## src/rtl/rx_sched_pkg.sv

```systemverilog
// Shared definitions for the RX FIFO write-side scheduler: tag word,
// FSM state encoding and the channel-count clamp.
package rx_sched_pkg;

    localparam int          MAX_CHANNELS = 8;
    localparam logic [15:0] DATA_TAG     = 16'h4000;

    typedef enum logic {
        IDLE  = 1'b0,
        SHIFT = 1'b1
    } state_t;

    // Map the raw channel field onto the legal range 1..MAX_CHANNELS.
    function automatic logic [3:0] clamp_channels(input logic [3:0] ch);
        if (ch == 4'd0) begin
            return 4'd1;
        end else if (ch > 4'(MAX_CHANNELS)) begin
            return 4'(MAX_CHANNELS);
        end else begin
            return ch;
        end
    endfunction

endpackage

```

## src/rtl/sat_counter16.sv

```systemverilog
// 16-bit saturating event counter with synchronous clear. A clear and an
// increment in the same cycle leave the count at 1 so the event is not lost.
module sat_counter16 (
    input  logic        clk,
    input  logic        reset,
    input  logic        clear,
    input  logic        inc,
    output logic [15:0] count
);

    // Clear has priority but still counts a coincident event; hold at all-ones.
    always_ff @(posedge clk or posedge reset) begin
        if (reset) begin
            count <= 16'd0;
        end else if (clear) begin
            count <= inc ? 16'd1 : 16'd0;
        end else if (inc && (count != 16'hFFFF)) begin
            count <= count + 16'd1;
        end
    end

endmodule

```

## src/rtl/rx_write_sched.sv

```systemverilog
// Write-side scheduler for the dual-clock RX FIFO (wr_clk domain).
// Captures up to 8 channel samples per decimator strobe and emits them one
// 16-bit word per clock on the FIFO write port. The first set of each gate
// window is replaced by DATA_TAG words. Sets that do not fit, or that arrive
// while a set is still being shifted out, are dropped whole and counted.
// Handshake: wr_req is a plain write enable with no back-pressure; the FIFO
// must accept every word presented while wr_req=1. Space is reserved up front
// by the fifo_level check so this always holds.
// Optional build macro RX_SCHED_DEBUG_EN drives the debug bus; otherwise it
// is tied to zero.
module rx_write_sched #(
    parameter int          FIFO_DEPTH = 4096,
    parameter int          HEADROOM   = 16,
    parameter logic [15:0] DATA_TAG   = rx_sched_pkg::DATA_TAG
) (
    input  logic         clk,
    input  logic         reset,
    input  logic         strobe,
    input  logic         gate_enable,
    input  logic [3:0]   channels,
    input  logic [127:0] din,
    input  logic [11:0]  fifo_level,
    input  logic         clear_status,
    output logic         wr_req,
    output logic [15:0]  wr_data,
    output logic         busy,
    output logic         overflow,
    output logic         collision,
    output logic [15:0]  drop_count,
    output logic [15:0]  win_count,
    output logic [15:0]  debug
);

    import rx_sched_pkg::*;

    localparam logic [12:0] SPACE_LIMIT = 13'(FIFO_DEPTH - HEADROOM);

    state_t      state_q;
    logic [2:0]  idx_q;
    logic [3:0]  n_q;
    logic [15:0] slot_q [MAX_CHANNELS];
    logic        first_q;
    logic        gate_q;
    logic        wr_req_q;
    logic [15:0] wr_data_q;
    logic        overflow_q;
    logic        collision_q;

    logic [3:0]  n_now;
    logic        gate_rise;
    logic        tag_set;
    logic        last_word;
    logic        can_start;
    logic        space_ok;
    logic        accept;
    logic        space_drop;
    logic        coll_drop;
    logic [2:0]  idx_nxt;

    assign n_now      = clamp_channels(channels);
    assign gate_rise  = gate_enable & ~gate_q;
    // A rising gate edge in the acceptance cycle already makes this a tag set.
    assign tag_set    = first_q | gate_rise;
    assign last_word  = (state_q == SHIFT) && (idx_q == 3'(n_q - 4'd1));
    assign can_start  = (state_q == IDLE) || last_word;
    assign space_ok   = ({1'b0, fifo_level} + {9'd0, n_now}) <= SPACE_LIMIT;
    assign accept     = strobe & gate_enable & can_start & space_ok;
    assign space_drop = strobe & gate_enable & can_start & ~space_ok;
    assign coll_drop  = strobe & gate_enable & ~can_start;
    assign idx_nxt    = idx_q + 3'd1;

    // Scheduler FSM: wr_req/wr_data are registered and present slot[idx].
    always_ff @(posedge clk or posedge reset) begin
        if (reset) begin
            state_q   <= IDLE;
            idx_q     <= 3'd0;
            n_q       <= 4'd1;
            wr_req_q  <= 1'b0;
            wr_data_q <= 16'd0;
        end else if (accept) begin
            state_q   <= SHIFT;
            idx_q     <= 3'd0;
            n_q       <= n_now;
            wr_req_q  <= 1'b1;
            wr_data_q <= tag_set ? DATA_TAG : din[15:0];
        end else if (state_q == SHIFT) begin
            if (last_word) begin
                state_q  <= IDLE;
                idx_q    <= 3'd0;
                wr_req_q <= 1'b0;
            end else begin
                idx_q     <= idx_nxt;
                wr_req_q  <= 1'b1;
                wr_data_q <= slot_q[idx_nxt];
            end
        end
    end

    // Sample latch: all eight slots captured at acceptance.
    always_ff @(posedge clk or posedge reset) begin
        if (reset) begin
            for (int k = 0; k < MAX_CHANNELS; k++) begin
                slot_q[k] <= 16'd0;
            end
        end else if (accept) begin
            for (int k = 0; k < MAX_CHANNELS; k++) begin
                slot_q[k] <= tag_set ? DATA_TAG : din[16*k +: 16];
            end
        end
    end

    // Window tracking and sticky drop flags; a drop beats a same-cycle clear.
    always_ff @(posedge clk or posedge reset) begin
        if (reset) begin
            gate_q      <= 1'b0;
            first_q     <= 1'b1;
            overflow_q  <= 1'b0;
            collision_q <= 1'b0;
        end else begin
            gate_q <= gate_enable;
            if (accept) begin
                first_q <= 1'b0;
            end else if (gate_rise) begin
                first_q <= 1'b1;
            end
            if (space_drop) begin
                overflow_q <= 1'b1;
            end else if (clear_status) begin
                overflow_q <= 1'b0;
            end
            if (coll_drop) begin
                collision_q <= 1'b1;
            end else if (clear_status) begin
                collision_q <= 1'b0;
            end
        end
    end

    sat_counter16 u_drop_cnt (
        .clk   (clk),
        .reset (reset),
        .clear (clear_status),
        .inc   (space_drop | coll_drop),
        .count (drop_count)
    );

    sat_counter16 u_win_cnt (
        .clk   (clk),
        .reset (reset),
        .clear (gate_rise),
        .inc   (accept),
        .count (win_count)
    );

    assign wr_req    = wr_req_q;
    assign wr_data   = wr_data_q;
    assign busy      = (state_q == SHIFT);
    assign overflow  = overflow_q;
    assign collision = collision_q;

`ifdef RX_SCHED_DEBUG_EN
    assign debug = {win_count[7:0], idx_q, first_q, collision_q, overflow_q, busy, wr_req_q};
`else
    assign debug = 16'h0000;
`endif

endmodule

```

## config.mk

```make
export PLATFORM = sky130hd
export DESIGN_NAME = rx_write_sched
export DESIGN_NICKNAME = d
export VERILOG_FILES = /design/src/rtl/rx_sched_pkg.sv /design/src/rtl/sat_counter16.sv /design/src/rtl/rx_write_sched.sv
export SDC_FILE = /design/constraint.sdc
export NUM_CORES = 1
export LEC_CHECK = 0
export CAP_MARGIN = 10
export CORE_MARGIN = 2
export CORE_UTILIZATION = 51
export CTS_BUF_LIST = sky130_fd_sc_hd__clkbuf_16
export DETAILED_ROUTE_END_ITERATION = 6
export PLACE_DENSITY = 0.83
export SYNTH_ARGS = -nofsm -noshare
export SYNTH_HDL_FRONTEND = slang
export SYNTH_SLANG_ARGS = --single-unit
```

## constraint.sdc

```tcl
create_clock -name clk -period 8.9 [get_ports clk]
set_clock_uncertainty 0.15 [all_clocks]
set_input_delay 1.78 -clock clk [delete_from_list [all_inputs] [get_ports clk]]
set_output_delay 1.78 -clock clk [all_outputs]
set_load 0.03 [all_outputs]
```

Word-level counts from Yosys, hierarchy flattened
Index checks and enable logic that the tools add are counted.
- add/sub/neg operators: 5
- multipliers: 0
- div/mod/pow operators: 0
- $lt $le $gt $ge: 3
- eq/ne operators: 4
- shifts and indexed selects: 0
- multiplexer cells: 35
- bitwise gates (word level): 13
- reductions and logical operators: 12
- operator list (operator ; number):
    two-way mux 16 bit ; 17
    binary-select mux 16 bit (select 3 bit) ; 1
    adder 16 x 1 -> 16 bit (second input constant) ; 2
    != test 16 bit (second input constant) ; 2
    adder 12 x 4 -> 13 bit ; 1
    less-or-equal comparator 13 x 12 -> 1 bit (second input constant) ; 1
    two-way mux 1 bit ; 12
    nonzero test 2 bit ; 6
    two-way mux 3 bit ; 3
    two-way mux 4 bit ; 2
    bitwise AND 1 bit ; 6
    greater-or-equal comparator 4 bit (second input constant) ; 1
    > comparator 4 bit (second input constant) ; 1
    zero test 4 bit ; 1
    NOT 1 bit ; 4
    NOT 3 -> 4 bit ; 1
    adder 3 x 1 -> 3 bit (second input constant) ; 1
    equality test 3 bit ; 1
    logical AND 1 bit ; 3
    subtractor 3 x 1 -> 3 bit (second input constant) ; 1
    != test 2 x 1 -> 1 bit (second input constant) ; 1
    bitwise OR 1 bit ; 2
    AND reduction 2 bit ; 1
    logical OR 1 bit ; 1
- register bits after elaboration: 188
- latch bits: 0
- memory bits (writable): 0
- bits in read-only memories: 0
- input port bits: 149
- output and inout port bits: 68
- logic and storage cells: 91
- memories: 0

Longest topological paths before layout
- word-level depth: 11
- mapped depth: 15

Cells and area by module
From an unflattened synthesis, not the netlist that was laid out.
- cell total of the unflattened synthesis: 957
- area, all modules: 9515.4 µm²
- by module, submodules not included (module ; times used ; cells each ; area each (µm²) ; seq. area each (µm²)):
    rx_write_sched ; 1 ; 767 ; 7687.4 ; 3906.2
    sat_counter16 at u_drop_cnt ; 1 ; 96 ; 924.6 ; 400.4
    sat_counter16 at u_win_cnt ; 1 ; 94 ; 903.4 ; 400.4

Least setup slack after synthesis
Ideal clock, no wire load.
- path type: input to register
- start: input port channels[2]
- end: register u_drop_cnt.count[13]
- library setup time: 0.128 ns
- data arrival time: 4.247 ns
- required time: 8.622 ns
- setup slack: 4.375 ns
- stages: 13
- buffers on the path: 1
- cell sequence: nor2_1 nor2_1 nor2_1 ha_1 fa_1 nand3_1 nand2_1 xnor2_1 a2111oi_4 a41oi_2 buf_4 nor4_1 mux2_1
- longest elaborated chain between the ends: 10
- elaborated cells on any way between the ends: 11
- classes of those cells: add/sub: 1; order compare: 2; mux: 2; bitwise: 3; reduce/logical: 3
- ends and longest elaborated chain (element ; RTL line ; source):
    from (decl) ; rx_write_sched.sv:20 ; input logic [3:0] channels,
    > comparator 4 bit ; rx_sched_pkg.sv:17 ; end else if (ch > 4'(MAX_CHANNELS)) begin
    two-way mux 4 bit ; rx_sched_pkg.sv:17 ;
    two-way mux 4 bit * ; rx_sched_pkg.sv:15 ; if (ch == 4'd0) begin
    via n_now[0] ; rx_write_sched.sv:49 ; logic [3:0] n_now;
    adder 12 x 4 -> 13 bit * ; rx_write_sched.sv:66 ; assign space_ok = ({1'b0, fifo_level} + {9'd0, n_now}) <= SPACE_LIMIT;
    less-or-equal comparator 13 x 12 -> 1 bit * ; rx_write_sched.sv:66 ;
    NOT 1 bit * ; rx_write_sched.sv:68 ; assign space_drop = strobe & gate_enable & can_start & ~space_ok;
    bitwise AND 1 bit * ; rx_write_sched.sv:68 ;
    bitwise OR 1 bit * ; rx_write_sched.sv:143 ; .inc (space_drop | coll_drop),
    logical AND 1 bit * ; sat_counter16.sv:17 ; end else if (inc && (count != 16'hFFFF)) begin
    nonzero test 2 bit (no source line) * ; n/a ;
    to (signal assigned) ; sat_counter16.sv:16 ; count <= inc ? 16'd1 : 16'd0;
    to (signal assigned) ; sat_counter16.sv:18 ; count <= count + 16'd1;
    to (decl) ; sat_counter16.sv:8 ; output logic [15:0] count
The timed path passes the listed nets; every way through them passes the cells marked *.
A chain may end at the register's enable or synchronous reset.

Final worst setup path
- start: input port channels[2]
- end: register wr_data_q[5] (netlist: wr_data[5])
- longest elaborated chain between the ends: 8
- elaborated cells on any way between the ends: 11
- classes of those cells: add/sub: 1; order compare: 2; eq/ne: 1; mux: 3; bitwise: 1; reduce/logical: 3
- ends and longest elaborated chain (element ; RTL line ; source):
    > comparator 4 bit ; rx_sched_pkg.sv:17 ;
    two-way mux 4 bit ; rx_sched_pkg.sv:17 ;
    two-way mux 4 bit * ; rx_sched_pkg.sv:15 ;
    via n_now[0] ; rx_write_sched.sv:49 ;
    adder 12 x 4 -> 13 bit * ; rx_write_sched.sv:66 ;
    less-or-equal comparator 13 x 12 -> 1 bit * ; rx_write_sched.sv:66 ;
    bitwise AND 1 bit * ; rx_write_sched.sv:67 ; assign accept = strobe & gate_enable & can_start & space_ok;
    != test 2 x 1 -> 1 bit (no source line) or nonzero test 2 bit (tied branches) ; n/a ;
    AND reduction 2 bit (no source line) ; n/a ;
    to (signal assigned) ; rx_write_sched.sv:85 ; wr_data_q <= tag_set ? DATA_TAG : din[15:0];
    to (signal assigned) ; rx_write_sched.sv:94 ; wr_data_q <= slot_q[idx_nxt];
    to (decl) ; rx_write_sched.sv:45 ; logic [15:0] wr_data_q;
Marked as above.

==> summary.txt <==
Final layout
  • Commonest non-fill, non-tap cell in the layout: nand2_1
  • Fin util: 0.6687
  • Synth-to-Final Area Change: 28.29%
  • Nets: 1273
  • Share of cells above drive strength 1: 0.07890
  • Commonest non-fill, non-tap cells in the layout: 236 x nand2_1, 200 x clkdlybuf4s50_1, 185 x dfrtp_1, 132 x o21ai_0, 44 x nor2_1
  • Non-Filler Instances: around 1.4k
  • Antenna fix cells: 0

Clocking
  • Hold Buf Count CTS: 0
  • Clock buffer depth: 2
  • Root buffer cell: clkbuf_16
  • Skew-Pair Late Insertion Delay: 0.44 ns
  • Post-cts repair resize count: 0
  • # Post-CTS Setup Buffers: 0
  • Total CTS buffers: 17
  • CTS Sinks: around 190
  • CTS tree: built
  • H-tree depth reported by CTS: 4
  • Clock transition at path regs: 0.07 ns

Placement
  • Hpwl dp: 16.08 mm
  • GP Congestion: 0.7959
  • Pre-CTS WS: about 2.8 ns
  • Placed cells: 1323
  • Port-buffer cells: 200

STA
  • Worst slew pin tran: 1.103 ns
  • Unrepaired setup endpoints after global routing: no
  • Setup TNS: 0 ns
  • PnR worst setup slack: 3.407 ns
  • Max-slew violations: 0
  • Final Hold Fails: 0
  • Endpoints failing setup: 0
  • Final Cycle Share: 0.6172
  • Fmax: around 0.18 GHz
  • Rel. slew slack: 0.2649
  • Min Tclk post-route: between 5 and 6 ns

Synthesis
  • Post-synthesis register bit count: 188
  • Largest family of logic cells by synthesized area: simple AND/OR/NAND/NOR gates
  • Mapped Area: 9364 µm²
  • Post-synthesis adder-cell area fraction: 0.01283
  • Synth Area in XOR/XNOR: 0.008952
  • Post-synth EDFFs: 0
  • Yosys top cell area share: 0.4971
  • Post-Synth Simple-Gate Area: 0.1694
  • Avg Inst Size Synth: 9.754 µm²
  • Synth warn: 0
  • Prevailing post-synth register cell: dfrtp_1
  • Compound-Gate Fraction of Synth Area: 0.1502
  • Area leader, netlist: dfrtp_1
  • Gate Count Post-Synth: 960
  • Multiplexer share of the synthesized area: 0.1048
  • Yosys cell types: 57
  • Synth area leaders: dfrtp_1 50%, nand2_1 9.5%, mux4_2 7.7%
  • Ys async rst share: 1.000
  • Register area share after synthesis: 0.5027

Detailed routing
  • Post-route ant nets: 0
  • Routed length per instance: 17.72 µm
  • Via density: between 5 and 6
  • DRC Markers: 0
  • Drt first pass iters: 5
  • Final wirelength: 24.04 mm
  • DR iter-0 viols: roughly 610
  • Vias: between 7k and 8k

Critical path
  • Required @ worst endpoint: 9.06 ns
  • CP max stage delay: approximately 0.62 ns
  • Reg-to-Reg Start: idx_q[0]
  • Critical path fanouts, max: roughly 290
  • Critical-path cell list: clkdlybuf4s50_1 > nor2_1 > nor2_1 > nor2_1 > ha_1 > fa_1 > nand3_1 > nand2_1 > xnor2_1 > a2111o_1 > o31ai_4 > buf_12 > nor2_2 > buf_8 > a22o_1
  • Crit end category: flip-flop
  • CP arrival: roughly 5.7 ns
  • CP most frequent cell: nor2_1
  • Startpoint Class: primary input
  • Worst path bufs/invs: 3
  • Worst path slowest cell: buf_12
  • Worst setup path start: channels[2]
  • CP top delay family: buffers and inverters
  • Critical path type: primary input to flip-flop

Die
  • I/O pins: 217
  • Core area: 17960 µm²
  • Die area: 19460 µm²
  • Core Rows: 49
  • Die W: between 100 and 150 µm
  • Die height: about 140 µm
  • Initial core utilization: 0.5213

Global routing
  • Vias in the first global route: 7331
  • Initial antenna violation count: 0
  • Largest net degree at the start of global routing: 292
  • First-pass GRT wire length: 38.92 mm
  • GRT Residual Overflow: 0
  • GR Util All Layers: 0.2516

Power
  • Pwr dens: ~320 nW/µm²
  • Worst vdd ir: roughly 330 µV
  • Leakage: 5.051 nW
  • Design Power: 3.831 mW

Run status
  • Status: complete, no violations

Flow run
  • Number of max-cap violations: 0

Min path
  • Min-delay src: slot_q[21]
  • Worst hold path class: flip-flop to flip-flop
-- state kept, by name (all words and copies together), names as in the netlist --
name / flops
wr_req: 1
first_q: 1
gate_q: 1
n_q: 3
overflow: 1
u_win_cnt.count: 16
busy: 1
wr_data: 16
collision: 1
u_drop_cnt.count: 16
slot_q: 128
idx_q: 3
-- final timing paths --
kind / endpoint / slack (ns) / cells after the start
setup / recovery: wr_data[5] / 3.41 / 15
hold / removal: slot_q[21] / 0.33 / 2
setup reg to reg: wr_data[5] / 4.64 / 10
hold reg to reg: slot_q[21] / 0.33 / 2
max in group asynchronous: slot_q[62] / 5.33 / 3
min in group asynchronous: slot_q[109] / 1.71 / 2
-- metal layers --
layer  up-vias  part of all wire  GRT usage
li1       3649                 -          -
met1      3669              0.43     0.3608
met2       262              0.49     0.3991
met3        31             0.059    0.03820
met4         0             0.022    0.08028
met5         -                 0          0
-- cell type report --
class,count,area (µm²)
clock inverters,15,183.9
flip-flops and latches,188,4708
multi-input cells,691,4282
repair buffers,208,2086
clock buffers,17,425.4
fillers,1432,5951
inverters,9,41.29
well taps,229,286.5
-- cell families (layout without fill, tap and decap cells) --
kind of cell | count (synthesis) | in the layout
and+or+nand+nor | 366 | 366
AOI/OAI and AO/OA | 235 | 235
DFF | 188 | 188
buffers and inverters | 96 | 249
muxes | 57 | 57
adders and majority gates | 9 | 9
xor gates and xnor gates | 8 | 8
other | 1 | 16
-- through the flow --
| step | cell area [µm²] | hold slack (ns) |
|---|---|---|
| 6_report | 12010 | 0.3315 |
| 5_1_grt | 12010 | 0.3478 |
| 4_1_cts | 11990 | 0.3350 |
| 3_5_place_dp | 11380 | 0.3187 |
| 3_3_place_gp | 11380 | 0.3060 |
| 2_1_floorplan | 9420 | 0.2946 |
-- report_power, final --
group | internal (mW) | leakage [nW] | total [mW] | switching (mW)
clock | 0.447 | 0.288 | 0.796 | 0.348
sequential | 1.20 | 2.50 | 1.41 | 0.216
combinational | 0.718 | 2.27 | 1.62 | 0.903
total | 2.36 | 5.05 | 3.83 | 1.47
-- worst min-delay path, cell delays in order (launching register included) --
cell and delay [ns]:
dfrtp_1 0.34, nand2_1 0.04, o21ai_0 0.06
-- synthesized netlist by cell type, types with 6 or more instances --
cell	count
o21ai_0	132
nand4_1	13
mux4_2	32
inv_1	9
buf_4	21
buf_2	23
mux2i_1	17
a21oi_1	43
ha_1	8
o31ai_1	6
or3_1	16
dfrtp_1	186
nand3_1	16
clkbuf_1	41
nor2_1	46
and3_1	11
nor2b_1	6
nand2_1	236
a22o_1	32
or4_1	7
(Power assumes the default switching activity.)
